--- config.mk ---
export PLATFORM = sky130hd
export DESIGN_NAME = rr_line_arbiter
export DESIGN_NICKNAME = d
export VERILOG_FILES = /design/src/rtl/rr_line_arbiter.sv
export SDC_FILE = /design/constraint.sdc
export NUM_CORES = 1
export LEC_CHECK = 0
export ABC_AREA = 0
export CORE_MARGIN = 2
export CORE_UTILIZATION = 50
export DETAILED_ROUTE_END_ITERATION = 10
export PLACE_DENSITY = 0.76
export SYNTH_ARGS = -nofsm -noshare
export SYNTH_HDL_FRONTEND = slang
export SYNTH_SLANG_ARGS = --single-unit
--- constraint.sdc ---
create_clock -name clk -period 3.6 [get_ports clk]
set_input_delay 0.9 -clock clk [delete_from_list [all_inputs] [get_ports clk]]
set_output_delay 0.9 -clock clk [all_outputs]
set_load 0.1 [all_outputs]
--- src/rtl/rr_line_arbiter.sv ---
// Round-robin arbiter sharing one 3-to-8 enabled line decoder among 8 requesters.
// Drives the decoder Enable/select and a one-hot grant, all from registered state.
module rr_line_arbiter #(
  parameter int unsigned MAX_HOLD = 15
) (
  input  logic       clk,
  input  logic       reset,
  input  logic [7:0] req,
  input  logic       release_req,
  output logic       grant_en,
  output logic [2:0] grant_idx,
  output logic [7:0] grant,
  output logic       timeout,
  output logic       busy
);

  localparam int unsigned N_REQ = 8;
  localparam int unsigned IDX_W = 3;
  localparam int unsigned CNT_W = 8;
  localparam logic [CNT_W-1:0] HOLD_LIM = CNT_W'(MAX_HOLD);
  localparam logic [CNT_W-1:0] CNT_MAX  = '1;
  localparam logic             HOLD_ON  = (MAX_HOLD != 0);

  typedef enum logic [1:0] {
    ST_IDLE,
    ST_GRANT,
    ST_HOLDOFF
  } state_e;

  state_e             state_q, state_d;
  logic [IDX_W-1:0]   ptr_q, ptr_d;
  logic               grant_en_q, grant_en_d;
  logic [IDX_W-1:0]   grant_idx_q, grant_idx_d;
  logic [N_REQ-1:0]   grant_q, grant_d;
  logic               timeout_q, timeout_d;
  logic               busy_q, busy_d;
  logic [CNT_W-1:0]   hold_cnt_q, hold_cnt_d;

  logic               pick_vld;
  logic [IDX_W-1:0]   pick_idx;
  logic [IDX_W-1:0]   cand;
  logic               owner_drop;
  logic               hold_hit;

  // Cyclic search for the first requester starting at the pointer.
  always_comb begin
    pick_vld = 1'b0;
    pick_idx = '0;
    cand     = '0;
    for (int unsigned k = 0; k < N_REQ; k++) begin
      cand = ptr_q + IDX_W'(k);
      if (!pick_vld && req[cand]) begin
        pick_vld = 1'b1;
        pick_idx = cand;
      end
    end
  end

  // Release/withdrawal outranks the hold limit when both occur together.
  assign owner_drop = release_req || !req[grant_idx_q];
  assign hold_hit   = HOLD_ON && (hold_cnt_q == HOLD_LIM);

  always_comb begin
    state_d     = state_q;
    ptr_d       = ptr_q;
    grant_en_d  = grant_en_q;
    grant_idx_d = grant_idx_q;
    grant_d     = grant_q;
    timeout_d   = 1'b0;
    busy_d      = busy_q;
    hold_cnt_d  = hold_cnt_q;

    case (state_q)
      ST_IDLE: begin
        hold_cnt_d = '0;
        if (pick_vld) begin
          state_d     = ST_GRANT;
          grant_en_d  = 1'b1;
          grant_idx_d = pick_idx;
          grant_d     = N_REQ'(1) << pick_idx;
          hold_cnt_d  = CNT_W'(1);
          busy_d      = 1'b1;
        end
      end
      ST_GRANT: begin
        if (owner_drop || hold_hit) begin
          state_d    = ST_HOLDOFF;
          grant_en_d = 1'b0;
          grant_d    = '0;
          ptr_d      = grant_idx_q + IDX_W'(1);
          timeout_d  = !owner_drop;
          busy_d     = 1'b1;
        end else if (hold_cnt_q != CNT_MAX) begin
          hold_cnt_d = hold_cnt_q + CNT_W'(1);
        end
      end
      ST_HOLDOFF: begin
        // Dead cycle on the shared decoder between owners.
        state_d    = ST_IDLE;
        busy_d     = 1'b0;
        hold_cnt_d = '0;
      end
      default: begin
        state_d    = ST_IDLE;
        grant_en_d = 1'b0;
        grant_d    = '0;
        busy_d     = 1'b0;
        hold_cnt_d = '0;
      end
    endcase
  end

  always_ff @(posedge clk) begin
    if (reset) begin
      state_q     <= ST_IDLE;
      ptr_q       <= '0;
      grant_en_q  <= 1'b0;
      grant_idx_q <= '0;
      grant_q     <= '0;
      timeout_q   <= 1'b0;
      busy_q      <= 1'b0;
      hold_cnt_q  <= '0;
    end else begin
      state_q     <= state_d;
      ptr_q       <= ptr_d;
      grant_en_q  <= grant_en_d;
      grant_idx_q <= grant_idx_d;
      grant_q     <= grant_d;
      timeout_q   <= timeout_d;
      busy_q      <= busy_d;
      hold_cnt_q  <= hold_cnt_d;
    end
  end

  assign grant_en  = grant_en_q;
  assign grant_idx = grant_idx_q;
  assign grant     = grant_q;
  assign timeout   = timeout_q;
  assign busy      = busy_q;

endmodule

==> results of run 1 <==
## timing repair
item	in CTS	in global routing
buffers inserted	2	1
setup endpoints to repair	3	8
pin swaps	1	1
resized for setup	2	4
cloned	0	0
## where the power goes
| group | switching [mW] | internal (mW) | total, mW |
|---|---|---|---|
| sequential | 0.0332 | 0.330 | 0.363 |
| combinational | 0.553 | 0.382 | 0.935 |
| clock | 0.0937 | 0.0785 | 0.172 |
## cells in the final DEF, fill, tap and decap left out, types with 3 or more instances in the layout
cell,Yosys,final
o211ai_1,3,3
buf_4,1,50
mux4_2,13,13
clkbuf_8,0,3
o21ai_0,6,5
nand2b_1,4,4
nor3_1,3,3
or3_1,3,3
dfxtp_1,27,27
o31ai_1,5,5
a32o_1,6,6
mux2_2,7,7
mux2i_1,20,20
nand3_1,10,10
nand2_1,15,15
xor2_1,5,5
clkdlybuf4s50_1,0,14
xnor2_1,6,6
inv_1,4,4
a211o_1,3,3
nor2_1,21,21
ha_1,4,4
a21oi_1,13,13
dlymetal6s2s_1,0,3
a211oi_1,7,7
## state kept, by name, indices dropped and copies added (netlist names)
register / flops
state_q: 2
ptr_q: 3
grant_en: 1
grant_idx: 3
hold_cnt_q: 8
grant: 8
timeout: 1
busy: 1
## kinds of logic (layout without fill, tap and decap cells)
logic type	Yosys count	count (layout)	share of synthesized area [%]
AND/OR/NAND/NOR	73	73	16.4
multiplexers	42	42	26.7
adder cells (fa/ha/maj)	4	4	2.18
flip-flops	27	27	23.6
buffers and inverters	18	76	3.87
AO/OA/AOI/OAI	67	67	23.1
XOR/XNOR	11	11	4.20
## area by class of cell
cell class	instances	area, µm²	share of cell area [%]
Inverter	4	15.0	0.518
Timing Repair Buffer	68	562	19.4
Multi-Input combinational cell	197	1670	57.5
Sequential cell	27	541	18.7
Clock inverter	1	7.51	0.259
Tap cell	52	65.1	2.25
Clock buffer	3	41.3	1.43
## stage by stage
stage	hold WS, ps	util [%]	cells
3_5_place_dp	450	64.3	345
4_1_cts	474	65.7	351
2_1_floorplan	455	-	242
6_report	472	66.1	352
5_1_grt	492	66.1	352
3_3_place_gp	445	64.3	345
## layer usage
metal	up-vias	wire length [µm]	GRT usage [%]
met5	-	0	0
met4	0	135	8.60
li1	1076	-	-
met1	1101	2770	34.6
met2	96	3110	42.6
met3	12	459	3.38
## worst max-delay path, delay by kind of cell
family / cells / cell delay, ps
compound gates: 3 / 960
simple gates: 2 / 460
buf+inv: 1 / 520
mux: 2 / 890
## how the worst max path moves through the flow
stage	from	end	slack, ps	depth (start not counted)
after floorplan	ptr_q[1]	grant[0]	20	12
after global placement	req[0]	grant[2]	-230	8
after detailed placement	req[6]	grant[3]	-310	8
after CTS	req[4]	grant[3]	30	8
after global routing	req[2]	grant[0]	20	8
final	req[2]	grant[3]	60	8
==> results_dict.tcl, run 1 <==
set metrics [dict create \
    outcome "completed" \
    cts_root_buf "clkbuf_8" \
    yosys.area.top_type_share_pct 23.6 \
    drt_iter0_drc 208 \
    grt_usage_pct 25.7 \
    grt_pass1_wl_um 10400 \
    period_minus_slack_ps 3540 \
    antenna_found_initial 0 \
    first_global_vias 2199 \
    final_hold_viol_count 0 \
    peakVddDrop_v 0.000385 \
    grt_overflow 0 \
    h-tree-depth 1 \
    rrSetupSlack_ps 270 \
    place_hpwl_um 5080 \
    syn_area_um2 2290 \
    start_util_pct 52.3 \
    placed_cell_area_um2 2820 \
    p_leak_nw 1.15 \
    drt-vias-per-instance 6.49 \
    critPathLaunchType "input pin" \
    yosys_warnings 0 \
    r2r_end "grant[3]" \
    final_nets 316 \
    fin_total_pwr_mw 1.47 \
    die_w_um 71.7 \
    synthFlopType "dfxtp_1" \
    fin_crit_sh_pct 98.5 \
    yosysTopAreaCell "dfxtp_1" \
    setup_ws_ps 55.7 \
    synth_cell_types 58 \
    synthTopCellsByCount "dfxtp_1 (27), nor2_1 (21), mux2i_1 (20)" \
    rsz0062_at_grt "no" \
    min_to "grant[1]" \
    tightest_slew_ps 979 \
    cts_max_path_buffers 2 \
    finalSetupTns_ps 0 \
    max_cap_violations 0 \
    rows 24 \
    area_delta_synth_final_pct 26.2 \
    path_class "in2reg" \
    hp-class "reg2reg" \
    r2r_cells 9 \
    relSlewSlack_pct 34.5 \
    wl_per_cell_um 18.4 \
    insertedDiodeCount 0 \
    required_ps 3780 \
    avgSynthCellArea_um2 9.48 \
    route.vias.total 2285 \
    clock_skew_ps 6.49 \
    powerDensity_nw_per_um2 508 \
    ant_nets 0 \
    clk_pin_slew_ps 90 \
    synth_cells 242 \
    synthTopCellsByArea "dfxtp_1 (24%), mux4_2 (13%), mux2i_1 (8.7%), mux2_2 (3.4%), nor2_1 (3.4%)" \
    wirelength_um 6470 \
    dieHeight_um 71.7 \
    n_fill_cell 379 \
    num_io_pins 25 \
    cts_made_buffers 3 \
    slowest_stage "mux4_2" \
    maxSlewViolCount 0 \
    timing.fmax_ghz 0.282 \
    synth_seq_area_share_pct 23.6 \
    cp.arrival_ps 3730 \
    hold_buffers 0 \
    drc 0 \
    endpoint_kind "flip-flop" \
    synth_edf_count 0 \
    reg2reg_from "ptr_q[1]" \
    ys_ff_latch 27 \
    yosysMostFrequentCell "dfxtp_1" \
    routabilityCongestion 0.933 \
    dieArea_um2 5150 \
    grt_max_degree 26 \
    dr.pass1.iters 4 \
    clock_latency_ps 270 \
    fp.coreArea_um2 4380 \
    synthArstFlopShare_pct 0 \
    min_from "grant[1]" \
    drive_above_1_share_pct 28.0 \
    cp_cell_sequence "clkdlybuf4s50_1 -> mux4_2 -> mux2_4 -> o32a_4 -> o41a_1 -> nor3b_4 -> nand2_1 -> o31ai_1" \
    min_delay_path_depth 2 \
    setup_viol 0 \
    slowest_delay_ps 580 \
    design_area_um2 2900 \
    place.port_buffers 24 \
    cts.sinks 27 \
    crit_fanout 8 \
    pre_cts_ws_ps -308 \
    synth_fp_nets 257 \
    cts_tree "yes" \
]
(Power assumes the default switching activity.)
==> run 2: changes to the inputs <==
Settings changed: CORE_UTILIZATION 50 to 45, PLACE_DENSITY 0.76 to 0.69.
==> results_dict.tcl, run 2 (synthesis gave the netlist of run 1 again) <==
set metrics [dict create \
    outcome "completed" \
    grt_pass1_wl_um 9560 \
    n_fill_cell 445 \
    worst_hold_slack_ps 461 \
    drc 0 \
    post-cts-setup-buffers 0 \
    register_area_um2 541 \
    dp_cells 359 \
    start_util_pct 47.6 \
    stdcell_count 363 \
    design_area_um2 2880 \
    mostFrequentLayoutCells "buf_4 (44), dfxtp_1 (27), nor2_1 (21)" \
    routabilityCongestion 0.946 \
    grt_usage_pct 21.7 \
    drive_above_1_share_pct 26.0 \
    final_common_cell "buf_4" \
    timing.fmax_ghz 0.294 \
    tightest_slew_ps 976 \
    drt_iter0_drc 111 \
    clock_skew_ps 3.38 \
    dieHeight_um 75.4 \
    multiInputGateArea_um2 1670 \
    peakVddDrop_v 0.000489 \
    die_w_um 75.4 \
    area_delta_synth_final_pct 25.5 \
    cp.arrival_ps 3580 \
    h-tree-depth 1 \
    route.vias.total 2158 \
    place_hpwl_um 4590 \
    endpoint_kind "flip-flop" \
    critPathLaunchType "input pin" \
    first_global_vias 1965 \
    cts_made_buffers 3 \
    dr.pass1.iters 5 \
    cts_root_buf "clkbuf_8" \
    final_nets 312 \
    dieArea_um2 5690 \
    rsz0062_at_grt "no" \
    cts_resized 0 \
    antenna_found_initial 0 \
    ant_nets 0 \
    clk_pin_slew_ps 90 \
    fin_total_pwr_mw 1.45 \
    wirelength_um 5850 \
    clock_latency_ps 270 \
    place.port_buffers 24 \
    required_ps 3780 \
    relSlewSlack_pct 34.7 \
    final_hold_viol_count 0 \
    rows 25 \
    grt_overflow 0 \
    fp.coreArea_um2 4820 \
    wl_per_cell_um 16.1 \
    num_io_pins 25 \
    maxSlewViolCount 0 \
    max_cap_violations 0 \
    hp-class "reg2reg" \
    p_leak_nw 1.09 \
    powerDensity_nw_per_um2 503 \
    period_minus_slack_ps 3400 \
    placed_cell_area_um2 2840 \
    grt_max_degree 26 \
    fin_crit_sh_pct 94.5 \
    drt-vias-per-instance 5.94 \
    insertedDiodeCount 0 \
    path_class "in2reg" \
    hold_buffers 0 \
    crit_fanout 8 \
    cts_tree "yes" \
    cts.sinks 27 \
    setup_viol 0 \
    cts_max_path_buffers 2 \
]
run 2: cell type report:
type	count	area share (%)
well taps	67	2.91
inverters	4	0.521
flip-flops and latches	27	18.8
clock buffers	4	1.56
multi-input cells	197	57.8
repair buffers	64	18.4
run 2: path summary, 6_finish.rpt:
| path | slack [ps] | depth (start not counted) | end | from |
|---|---|---|---|---|
| setup / recovery | 200 | 8 | grant[0] | req[2] |
| hold reg to reg | 460 | 2 | grant_en | grant_en |
| setup reg to reg | 410 | 9 | grant[0] | ptr_q[1] |
| hold / removal | 460 | 2 | grant_en | grant_en |
run 2: metal layers:
layer	GRT usage, %	wire, µm	up-vias
li1	-	-	1065
met5	0	0	-
met2	33.9	2680	69
met3	4.63	375	8
met4	3.70	66	0
met1	31.3	2730	1016
run 2: stage by stage:
stage                     TNS (ps)  utilization (%)  setup slack (ps)
final                            0             59.8               199
after global placement        -188             58.9             -33.7
after floorplan                  0                -              16.9
after global routing             0             59.8              59.3
after detailed placement      -279             58.9             -64.2
after CTS                        0             59.8               211
run 2: report_power, final:
group	switching [mW]	leakage, nW	internal [mW]
sequential	0.0319	0.220	0.330
clock	0.0915	0.0228	0.0793
combinational	0.534	0.850	0.381
run 2: worst max-delay path, cell delays in order:
cell,delay (ps)
clkdlybuf4s50_1,440
mux4_2,540
mux2_4,310
o32a_4,390
o41a_1,470
nor3b_4,350
nand2_1,90
o31ai_1,80
